<file path="src/rtl/bp_be_dep_status_tracker_pkg.sv">
// Shared types for the backend dependency-status producer/consumer pair.
// The dep_status struct width is exported so both sides size their ports identically.
package bp_be_dep_status_tracker_pkg;

    typedef enum logic [1:0] {
        e_bp_default_cfg,
        e_bp_inv_cfg
    } bp_params_e;

    localparam int reg_addr_width_p = 5;

    typedef struct packed {
        logic                        v;
        logic                        long_v;
        logic                        mem_v;
        logic                        serial_v;
        logic                        mem_iwb_v;
        logic                        mul_iwb_v;
        logic                        fp_iwb_v;
        logic                        aux_fwb_v;
        logic                        mem_fwb_v;
        logic                        fp_fwb_v;
        logic [reg_addr_width_p-1:0] rd_addr;
    } bp_be_dep_status_s;

    localparam int dep_status_width_gp = $bits(bp_be_dep_status_s);

endpackage

</file>
<file path="src/rtl/bp_be_credit_counter.sv">
// Up/down saturating credit counter with full/empty flags and a sticky
// over/underflow error; also used by the fence logic.
module bp_be_credit_counter #(
    parameter int credits_p = 8
) (
    input  logic clk_i,
    input  logic reset_i,
    input  logic take_i,
    input  logic return_i,
    output logic full_o,
    output logic empty_o,
    output logic err_o
);

    localparam int cnt_width_lp = $clog2(credits_p+1);
    localparam logic [cnt_width_lp-1:0] max_lp = cnt_width_lp'(credits_p);

    logic [cnt_width_lp-1:0] count_r;
    logic                    err_r;

    assign full_o  = (count_r == max_lp);
    assign empty_o = (count_r == '0);
    assign err_o   = err_r;

    // A simultaneous take and return nets to zero, so it can never overflow.
    always_ff @(posedge clk_i) begin
        if (reset_i) begin
            count_r <= '0;
            err_r   <= 1'b0;
        end else if (take_i && !return_i) begin
            if (full_o) err_r   <= 1'b1;
            else        count_r <= count_r + 1'b1;
        end else if (return_i && !take_i) begin
            if (empty_o) err_r   <= 1'b1;
            else         count_r <= count_r - 1'b1;
        end
    end

endmodule

</file>
<file path="src/rtl/bp_be_dep_status_tracker.sv">
// Producer side of the dependency-status interface: five never-stalling slots
// of dispatched-instruction attributes, memory credits and long-latency busy.
module bp_be_dep_status_tracker
    import bp_be_dep_status_tracker_pkg::*;
#(
    parameter bp_params_e bp_params_p = e_bp_inv_cfg,
    parameter int stages_p  = 5,
    parameter int credits_p = 8,
    localparam int dep_status_width_lp = dep_status_width_gp
) (
    input  logic                                    clk_i,
    input  logic                                    reset_i,
    input  logic                                    dispatch_v_i,
    input  logic [dep_status_width_lp-1:0]          dispatch_info_i,
    input  logic [stages_p-1:0]                     poison_i,
    input  logic                                    credit_take_i,
    input  logic                                    credit_return_i,
    input  logic                                    long_done_i,
    output logic [stages_p*dep_status_width_lp-1:0] dep_status_o,
    output logic                                    long_busy_o,
    output logic                                    credits_full_o,
    output logic                                    credits_empty_o,
    output logic                                    credit_err_o
);

    localparam bp_params_e unused_cfg_lp = bp_params_p;

    bp_be_dep_status_s                dispatch_info;
    bp_be_dep_status_s                slot0_n;
    bp_be_dep_status_s [stages_p-1:0] slot_r;
    logic                             long_busy_r;
    logic                             unused_poison;

    // The last slot is discarded every cycle, so its poison bit is moot.
    assign unused_poison = poison_i[stages_p-1];
    assign dispatch_info = bp_be_dep_status_s'(dispatch_info_i);

    always_comb begin
        slot0_n   = dispatch_info;
        slot0_n.v = 1'b1;
        if (!dispatch_v_i) slot0_n = '0;
    end

    always_ff @(posedge clk_i) begin
        if (reset_i) begin
            slot_r <= '0;
        end else begin
            slot_r[0] <= slot0_n;
            for (int i = 1; i < stages_p; i++)
                slot_r[i] <= poison_i[i-1] ? '0 : slot_r[i-1];
        end
    end

    // A new long op wins over a same-cycle done; poison never clears busy.
    always_ff @(posedge clk_i) begin
        if (reset_i)                               long_busy_r <= 1'b0;
        else if (dispatch_v_i && dispatch_info.long_v) long_busy_r <= 1'b1;
        else if (long_done_i)                      long_busy_r <= 1'b0;
    end

    bp_be_credit_counter #(
        .credits_p(credits_p)
    ) u_credit (
        .clk_i   (clk_i),
        .reset_i (reset_i),
        .take_i  (credit_take_i),
        .return_i(credit_return_i),
        .full_o  (credits_full_o),
        .empty_o (credits_empty_o),
        .err_o   (credit_err_o)
    );

    assign dep_status_o = slot_r;
    assign long_busy_o  = long_busy_r;

endmodule
</file>
<file path="config.mk">
export PLATFORM = sky130hd
export DESIGN_NAME = bp_be_dep_status_tracker
export DESIGN_NICKNAME = d
export VERILOG_FILES = /design/src/rtl/bp_be_dep_status_tracker_pkg.sv /design/src/rtl/bp_be_credit_counter.sv /design/src/rtl/bp_be_dep_status_tracker.sv
export SDC_FILE = /design/constraint.sdc
export NUM_CORES = 1
export LEC_CHECK = 0
export ABC_AREA = 1
export BUFFER_PORTS_ARGS = -buffer_cell sky130_fd_sc_hd__buf_4
export CAP_MARGIN = 10
export CORE_AREA = 2 2 103 105
export CTS_BUF_LIST = sky130_fd_sc_hd__clkbuf_2
export DETAILED_ROUTE_END_ITERATION = 16
export DIE_AREA = 0 0 105 107
export SYNTH_ARGS = -nofsm -noshare
export SYNTH_HDL_FRONTEND = slang
export SYNTH_SLANG_ARGS = --single-unit
</file>
<file path="constraint.sdc">
create_clock -name clk_i -period 2.8 [get_ports clk_i]
set_input_delay 0.14 -clock clk_i [delete_from_list [all_inputs] [get_ports clk_i]]
set_output_delay 0.14 -clock clk_i [all_outputs]
set_load 0.005 [all_outputs]
</file>
==> results of run 1 <==
power by group through the flow:
stage | sequential (mW) | combinational [mW] | clock, mW
6_report | 1.22 | 0.316 | 0.563
3_3_place_gp | 1.24 | 0.293 | 0
3_5_place_dp | 1.24 | 0.302 | 0
4_1_cts | 1.22 | 0.320 | 0.594
5_1_grt | 1.23 | 0.354 | 0.651
2_1_floorplan | 1.24 | 0.218 | 0
kinds of logic (layout without fill, tap and decap cells):
logic type	after synthesis	after routing	synth area share, %
flops	81	81	55.1
buf+inv	93	218	15.1
compound gates	3	3	0.851
fa+ha+maj	4	4	1.96
simple gates	116	116	26.6
xor+xnor	1	1	0.298
worst min path at each step:
stage,startpoint,end,slack (ns),cells past startpoint
after floorplan,dispatch_info_i[0],dep_status_o[0]$_SDFF_PP0_,0.25,2
after global placement,dispatch_info_i[7],dep_status_o[7]$_SDFF_PP0_,0.36,3
after detailed placement,dispatch_info_i[12],dep_status_o[12]$_SDFF_PP0_,0.36,3
after CTS,credit_take_i,u_credit.count_r[2]$_SDFFE_PP0P_,0.04,5
after global routing,credit_take_i,u_credit.count_r[2]$_SDFFE_PP0P_,0.07,5
final,credit_take_i,u_credit.count_r[2]$_SDFFE_PP0P_,0.09,5
critical path: cells and delay by family, from the launching register on:
kind	cells	cell delay, ns
DFF	1	0.42
and+or+nand+nor	3	0.32
buffers and inverters	3	0.24
per-layer routing:
| metal | vias up | track usage [%] |
|---|---|---|
| li1 | 1064 | - |
| met1 | 849 | 11.6 |
| met2 | 66 | 17.2 |
| met3 | 8 | 3.83 |
| met4 | 0 | 4.19 |
| met5 | - | 0 |
flip-flops by register name, indices dropped and copies added (netlist names):
| name | flops |
|---|---|
| u_credit.err_o | 1 |
| u_credit.count_r | 4 |
| dep_status_o | 75 |
| long_busy_o | 1 |
Yosys cell counts, drive strengths merged:
master	instances	share of area (%)
nor2	87	22
or2	5	1.1
xnor2	1	0.30
inv	84	11
ha	3	1.3
nand3	3	0.51
buf	9	4.4
a31o	1	0.30
nand3b	1	0.26
nand2	20	3.2
dfxtp	81	55
a21oi	1	0.30
o21a	1	0.26
fa	1	0.68
cell type report:
| type | count | area, µm² | area share (%) |
|---|---|---|---|
| multi-input combinational | 124 | 875 | 21.8 |
| tap | 136 | 170 | 4.24 |
| clock inverter | 7 | 57.6 | 1.44 |
| timing repair buffer | 118 | 926 | 23.1 |
| sequential | 81 | 1620 | 40.4 |
| clock buffer | 9 | 45.0 | 1.12 |
| inverter | 84 | 315 | 7.86 |
cell usage in the layout (no fill, tap or decap), drive strengths merged:
master       netlist  routed
buf                9     102
inv               84      88
nor2              87      87
dfxtp             81      81
nand2             20      20
dlygate4sd3        0      16
clkbuf             0       9
or2                5       5
nand3              3       3
ha                 3       3
clkinvlp           0       2
a31o               1       1
o21a               1       1
xnor2              1       1
a21oi              1       1
nand3b             1       1
fa                 1       1
clkinv             0       1
metrics by stage:
step	util, %	cells
floorplan	-	298
global placement	37.1	527
detailed placement	37.1	527
CTS	39.7	559
global route	39.7	559
finish	39.7	559
==> metrics, run 1 <==
status finished, final reports clean; Placement Setup Slack 1.26 ns; CTS Sinks 81; Top Metal Used met4; R2R Path End u_credit.count_r[2]$_SDFFE_PP0P_; power density over the cells 524 nW/µm²; sequential element share of the synthesized area 55.1%; drt via density 3.55; end of the critical path credits_full_o; CTS Buffer Depth 2; first-pass GRT wire length around 8.9 mm; vias 1,987; Residual DRC 0; Crit. End Element primary output; Port Buf Inserts between 100 and 150; Internal Power 1.47 mW; initial antenna violation count 0; leakage 1.72 nW; f_max 0.616 GHz; min Tclk post-route 1.62 ns; R2R Path Start u_credit.count_r[0]$_SDFFE_PP0P_; fin area 4010 µm²; crit path max fanout 5; VDD IR max 0.320 mV; Unique masters post-synth 20; vias in the first global route 1,922; postcts setup bufs 0; synthesized cell area 2940 µm²; crit-path cells inv_1 > nand2_1 > nor2_4 > inv_2 > nor2_1 > buf_4; syn_area_per_cell 9.87 µm²; CP startpoint u_credit.count_r[0]$_SDFFE_PP0P_; Total Routing Usage GR 10.2%; Nets around 450; Die Height 107 µm; grt total ovfl 0; Combinational Power Share 15.1%; post-synthesis cell count 298; Hold Slack 0.0930 ns; initial drt markers 49; antenna viol nets, final 0; Net Sw Power 0.632 mW; P&R area growth vs syn 36.3%; Worst slew margin 25.5%; largest net degree at the start of global routing 17; WL met1 2.39 mm; DR WL met3 between 300 and 400 µm; layout cell share with drive strength beyond 1 between 30 and 40%; Post-DP HPWL 4.18 mm; Final Power 2.10 mW; num ports 105; Ys Warns 0; Worst Tran Pin Value 1.12 ns; wire length on met2 2.63 mm; fin crit share 58.0%; wirelength, routed 5.43 mm; Yosys reg bits 81; Detailed Routing Iterations Pass 1 4; CTS H-tree depth 3; critical path data arrival time about 1.5 ns; setup violators final 0; critical path's slowest cell dfxtp_1; Worst Hold Class in -> reg; number of fill cells just over 1,000; FF-to-FF path depth 5; Die Width 105 µm; Worst Skew approximately 0.032 ns; Max Cap Viol 0; Sw Ratio 30.1%; Skew-Pair Late Insertion Delay 0.51 ns; WS Path Type reg -> out; CTS hold repair buffers 16; Worst R2R Setup Slack 1.49 ns; Sequential Power Share 58.1%; clock power share a little over a quarter; WP data required 2.66 ns; RSZ-0062 raised after global routing false; Std-Cell Rows 37; CTS clk-pin slew, worst paths 0.22 ns; Sum Neg Setup Slack 0 ns; Startpoint Class flip-flop; area of the core 10,100 µm²; Crit path largest cell delay 0.42 ns; root buffer cell clkbuf_2; placed cell areas ~3700 µm²; routability congestion estimate 0.723; DR WL/cell 9.71 µm; CTS tree done; Fin. Hold Viols 0; Post-Syn Nets about 330; Starting Density between 20% and 30%; fin worst setup slack 1.18 ns; # diodes 0; cts repair resizes 0; die area approximately 11,000 µm²; TritonCTS Buffers 9; fin. max-slew vios 0
Note: power is estimated with default switching activity, not from simulation.
==> inputs of run 2 (changes only) <==
- clock period: 2.8 -> 1.4 ns (I/O delays scaled with it)
==> run 2 against run 1 <==
  * Final area increased by 5.9%
  * Setup slack lost 1.2 ns
  * Clock-buffer cell count did not move
==> metrics, run 2 (synthesized netlist as in run 1, its figures left out) <==
Die Height 107 µm (unchanged); placed cell areas 3810 µm² (was 3750 µm²); Sum Neg Setup Slack 0 ns (unchanged); Skew-Pair Late Insertion Delay 0.48 ns (was 0.51 ns); Starting Density 29.1% (unchanged); Top Metal Used met4 (unchanged); CTS tree done (unchanged); power density over the cells 1090 nW/µm² (was 524 nW/µm²); Worst Hold Class in -> reg (unchanged); Port Buf Inserts 102 (unchanged); WL met1 2.48 mm (was 2.39 mm); min Tclk post-route 1.39 ns; largest net degree at the start of global routing 16 (was 17); Multi-input gate area 890 µm² (was 875 µm²); CP bufs+invs 3 (unchanged); Crit. End Element primary output (unchanged); Post-DP HPWL 4.29 mm (was 4.18 mm); grt total ovfl 0 (unchanged); vias 2,077 (was 1,987); critical path's slowest cell dfxtp_4 (was dfxtp_1); TritonCTS Buffers 9 (unchanged); first-pass GRT wire length 9.64 mm (was 8.88 mm); fin. max-slew vios 0 (unchanged); WP data required 1.33 ns (was 2.66 ns); initial antenna violation count 0 (unchanged); leakage 1.84 nW (was 1.72 nW); Std-Cell Rows 37 (unchanged); Worst Tran Pin Value 0.336 ns (was 1.12 ns); Hold Path Sink u_credit.count_r[0]$_SDFFE_PP0P_ (was u_credit.count_r[2]$_SDFFE_PP0P_); Worst Skew 0.0216 ns (was 0.0318 ns); crit-path cells inv_2 > nand2_2 > nor2_4 > inv_2 > nor2_4 > buf_6 (was inv_1 > nand2_1 > nor2_4 > inv_2 > nor2_1 > buf_4); Hold Slack 0.0804 ns (was 0.0930 ns); root buffer cell clkbuf_2 (unchanged); DR WL met3 302 µm (was 335 µm); DR WL/cell 10.0 µm (was 9.71 µm); storage element area 1630 µm² (was 1620 µm²); Worst slew margin 77.6% (was 25.5%); f_max 0.720 GHz; R2R Path End u_credit.count_r[1]$_SDFFE_PP0P_ (was u_credit.count_r[2]$_SDFFE_PP0P_); area of the core 10,100 µm² (unchanged); Startpoint Class flip-flop (unchanged); num ports 105 (unchanged); die area 11,200 µm² (unchanged); setup violators final 0 (unchanged); antenna viol nets, final 0 (unchanged); number of fill cells 1,015 (was 1,034); WS Path Type reg -> out (unchanged); Worst R2R Setup Slack 0.04 ns (was 1.49 ns); wirelength, routed 5.82 mm (was 5.43 mm); Nets 469 (was 448); Max Cap Viol 0 (unchanged); RSZ-0062 raised after global routing true (was false); min-delay src credit_return_i (was credit_take_i); status finished, final reports clean (unchanged); # diodes 0 (unchanged); VDD IR max 0.457 mV (was 0.320 mV); CTS clk-pin slew, worst paths 0.22 ns (about the same); critical path data arrival time 1.32 ns (was 1.48 ns); Residual DRC 0 (unchanged); FF-to-FF path depth 5 (unchanged); Die Width 105 µm (unchanged); WHS Path Cells 6 (was 5); initial drt markers 73 (was 49); wire length on met2 2.93 mm (was 2.63 mm); Crit path largest cell delay 0.39 ns (was 0.42 ns); R2R Path Start u_credit.count_r[0]$_SDFFE_PP0P_ (unchanged); P&R area growth vs syn 44.4% (was 36.3%); routability congestion estimate 0.724 (was 0.723); CP delay by family, top flip-flops (unchanged); CTS Buffer Depth 2 (unchanged); Fin. Hold Viols 0 (unchanged); CTS H-tree depth 3 (unchanged); most common cell after layout, fill and taps aside buf_4 (unchanged); Detailed Routing Iterations Pass 1 4 (unchanged); layout cell share with drive strength beyond 1 42.3% (was 39.5%); most frequent cells in the layout buf_4 (115), dfxtp_1 (79), inv_1 (78) (was buf_4 (102), inv_1 (81), dfxtp_1 (81)); fin area 4250 µm² (was 4010 µm²); fin crit share around 100%; Total Routing Usage GR 10.9% (was 10.2%); drt via density 3.58 (was 3.55); vias in the first global route 2,104 (was 1,922); crit path max fanout 2 (was 5); max reg flops 75 (unchanged); CTS Sinks 81 (unchanged)
## run 2: timing repair
item / 4_1_cts / 5_1_grt
resized for setup: 8 / 5
hold buffers: 23 / 0
cloned: 0 / 0
setup buffers: 3 / 3
endpoints found under the setup margin: 2 / 4
pin swaps: 2 / 3
hold endpoints to repair: 21 / 0
## run 2: worst max path at each step
stage                                                start                               end  slack [ns]  cells past startpoint
after floorplan                            credit_return_i  u_credit.count_r[3]$_SDFFE_PP0P_        0.15                      9
after global placement                       credit_take_i  u_credit.count_r[3]$_SDFFE_PP0P_       0.008                      9
after detailed placement                     credit_take_i  u_credit.count_r[3]$_SDFFE_PP0P_       -0.03                      9
after CTS                 u_credit.count_r[1]$_SDFFE_PP0P_                    credits_full_o       -0.11                      6
after global routing      u_credit.count_r[1]$_SDFFE_PP0P_                   credits_empty_o       -0.13                      6
final                     u_credit.count_r[1]$_SDFFE_PP0P_                   credits_empty_o        0.01                      6
## run 2: cell type report
type                    count  share of cell area, %
inverters                  84                   7.42
multi-input cells         124                   20.9
clock buffers               9                   1.06
repair buffers            139                   26.0
flip-flops and latches     81                   38.4
clock inverters             7                   2.18
well taps                 136                   4.01
## run 2: per-layer routing
layer | global-route usage (%) | vias to the layer above
met3 | 3.53 | 10
met4 | 3.81 | 0
met5 | 0 | -
met1 | 12.4 | 891
li1 | - | 1111
met2 | 19.1 | 65
## run 2: stage by stage
| step | util, % | setup WS (ns) | cells | total power, mW |
|---|---|---|---|---|
| floorplan | - | 0.150 | 298 | 2.91 |
| global placement | 37.7 | 0.00809 | 535 | 3.10 |
| detailed placement | 37.7 | -0.0299 | 535 | 3.12 |
| CTS | 41.7 | -0.110 | 577 | 4.65 |
| global route | 42.1 | -0.132 | 580 | 4.90 |
| finish | 42.1 | 0.0112 | 580 | 4.63 |
## run 2: worst register-to-register path, stage by stage, from the launching register on
cell,delay [ns]
dfxtp_4,0.39
buf_4,0.15
fa_2,0.55
nand3b_1,0.10
nand2_1,0.05
nor2_1,0.08
## run 2: report_power, final
group / switching [mW] / internal, mW / leakage [nW]
registers: 0.0559 / 2.38 / 0.658
logic: 0.396 / 0.401 / 1.11
clock network: 0.797 / 0.593 / 0.0780
==> inputs of run 3 (changes only) <==
- clock period: 1.4 -> 1.1 ns (I/O delays scaled with it)
==> run 3 against run 2 <==
  * Critical path depth down 1
  * Hold slack worse by 0.015 ns
  * The run now ends with setup timing left
  * Critical path type unchanged
  * Non-clock buffer count up 27
  * Wire length up 12%
  * Global-route usage up 0.74 points
  * Via count up 8.7%
  * Clock-buffer cell count unchanged
  * Total power up 32%
  * First-iteration DRC count down 30%
  * Die area unchanged
  * Register-to-register slack worse by 0.41 ns
==> metrics, run 3 (synthesized netlist as in run 1, its figures left out) <==
status finished, violations left (was finished, final reports clean); failing checks setup timing; RSZ-0062 raised after global routing true (unchanged); Port Buf Inserts 102 (unchanged); most common cell after layout, fill and taps aside inv_1 (was buf_4); Hold Slack 0.0655 ns (was 0.0804 ns); fin area 4950 µm² (was 4250 µm²); root buffer cell clkbuf_2 (unchanged); Sw Ratio 29.0% (was 27.0%); Die Height 107 µm (unchanged); crit path max fanout 2 (unchanged); Total Routing Usage GR 11.6% (was 10.9%); Sum Neg Setup Slack -2.46 ns (was 0 ns); Internal Power 4.34 mW (was 3.38 mW); Net Sw Power 1.77 mW (was 1.25 mW); FF-to-FF path depth 6 (was 5); Std-Cell Rows 37 (unchanged); # diodes 0 (unchanged); Nets 496 (was 469); Crit. End Element primary output (unchanged); Worst Skew 0.0264 ns (was 0.0216 ns); Max Cap Viol 0 (unchanged); Starting Density 29.1% (unchanged); Worst slew margin 78.1% (was 77.6%); R2R Path Start u_credit.count_r[1]$_SDFFE_PP0P_ (was u_credit.count_r[0]$_SDFFE_PP0P_); clock power share 26.7% (was 30.0%); CTS H-tree depth 3 (unchanged); Worst Tran Pin Value 0.329 ns (was 0.336 ns); Worst R2R Setup Slack -0.37 ns (was 0.04 ns); fin crit share 135%; Worst Hold Class in -> reg (unchanged); Hold Path Sink dep_status_o[69]$_SDFF_PP0_ (was u_credit.count_r[0]$_SDFFE_PP0P_); die area 11,200 µm² (unchanged); max reg flops 75 (unchanged); area of the core 10,100 µm² (unchanged); CTS Sinks 81 (unchanged); Sequential Power Share 50.9% (was 52.7%); grt total ovfl 0 (unchanged); Combinational Power Share 22.4% (was 17.2%); WHS Path Cells 4 (was 6); fin. max-slew vios 0 (unchanged); fin worst setup slack -0.381 ns (was 0.0112 ns); Non-Filler Instances 607 (was 580); largest net degree at the start of global routing 16 (unchanged); vias in the first global route 2,180 (was 2,104); min-delay src poison_i[3] (was credit_return_i); power density over the cells 1230 nW/µm² (was 1090 nW/µm²); leakage 2.09 nW (was 1.84 nW); num ports 105 (unchanged); most frequent cells in the layout inv_1 (78), buf_6 (76), dfxtp_2 (73) (was buf_4 (115), dfxtp_1 (79), inv_1 (78)); R2R Path End u_credit.count_r[1]$_SDFFE_PP0P_ (unchanged); Detailed Routing Iterations Pass 1 4 (unchanged); vias 2,257 (was 2,077); f_max ~0.67 GHz; antenna viol nets, final 0 (unchanged); layout cell share with drive strength beyond 1 60.1% (was 42.3%); number of fill cells 946 (was 1,015); Fin. Hold Viols 0 (unchanged); Die Width 105 µm (unchanged); CTS clk-pin slew, worst paths 0.25 ns (was 0.22 ns); TritonCTS Buffers 9 (unchanged); P&R area growth vs syn 68.3% (was 44.4%); setup violators final 12 (was 0); critical path data arrival time 1.43 ns (was 1.32 ns); drt via density 3.72 (was 3.58); wirelength, routed 6.51 mm (was 5.82 mm); first-pass GRT wire length 10.2 mm (was 9.64 mm); Skew-Pair Late Insertion Delay 0.51 ns (was 0.48 ns); CTS tree done (unchanged); CTS Buffer Depth 2 (unchanged); WP data required 1.04 ns (was 1.33 ns); min Tclk post-route 1.48 ns; DR WL/cell 10.7 µm (was 10.0 µm); WS Path Type reg -> out (unchanged); routability congestion estimate 0.755 (was 0.724); Post-DP HPWL 4.30 mm (was 4.29 mm); VDD IR max 0.734 mV (was 0.457 mV); placed cell areas 3890 µm² (was 3810 µm²); dpl cells 538 (was 535); Residual DRC 0 (unchanged); Startpoint Class flip-flop (unchanged); initial antenna violation count 0 (unchanged); initial drt markers 51 (was 73)
==> run 3: layout make-up <==
class / count / area, µm² / area share (%)
multi-input combinational: 124 / 963 / 19.5
timing repair buffer: 166 / 1650 / 33.4
clock inverter: 7 / 78.8 / 1.59
sequential: 81 / 1720 / 34.8
inverter: 84 / 320 / 6.47
clock buffer: 9 / 45.0 / 0.910
tap: 136 / 170 / 3.44
==> run 3: worst max path at each step <==
stage                                           startpoint                               end  slack (ns)  depth (start not counted)
final                     u_credit.count_r[2]$_SDFFE_PP0P_                    credits_full_o       -0.38                          5
after global routing      u_credit.count_r[2]$_SDFFE_PP0P_                    credits_full_o       -0.46                          5
after CTS                 u_credit.count_r[1]$_SDFFE_PP0P_                   credits_empty_o       -0.42                          6
after detailed placement                   credit_return_i  u_credit.count_r[1]$_SDFFE_PP0P_       -0.21                          8
after global placement                     credit_return_i  u_credit.count_r[1]$_SDFFE_PP0P_       -0.13                          8
after floorplan           u_credit.count_r[2]$_SDFFE_PP0P_  u_credit.count_r[3]$_SDFFE_PP0P_       -0.02                          6
==> run 3: per-stage QoR <==
step	power (mW)	worst slack [ns]	util, %
finish	6.11	-0.381	49.0
global route	6.44	-0.463	49.0
global placement	4.03	-0.134	38.6
CTS	6.00	-0.421	47.0
floorplan	3.74	-0.0219	-
detailed placement	4.05	-0.215	38.6
==> run 3: layer usage <==
layer  up-vias  global-route usage, %  wire length [µm]
li1       1165                      -                 -
met1      1009                   13.0              2650
met2        69                   20.6              3440
met3        14                   2.74               301
met4         0                   5.81               124
met5         -                      0                 0
==> run 3: power groups by stage <==
stage,Clock (mW),Combinational (mW),Sequential (mW)
final,1.63,1.37,3.11
after global routing,1.83,1.48,3.13
after CTS,1.70,1.20,3.10
after detailed placement,0,0.889,3.16
after global placement,0,0.865,3.16
after floorplan,0,0.577,3.16
==> run 3: what timing repair did <==
action / 4_1_cts / 5_1_grt
setup buffers: 10 / 8
setup endpoints to repair: 61 / 97
hold endpoints to repair: 54 / 11
hold buffers: 35 / 5
pin swaps: 9 / 5
resized for setup: 116 / 48
==> run 3: critical path: stages (launching register included) <==
cell,delay [ns]
dfxtp_4,0.40
buf_6,0.11
nor2_4,0.12
inv_2,0.05
nor2_2,0.11
buf_4,0.12
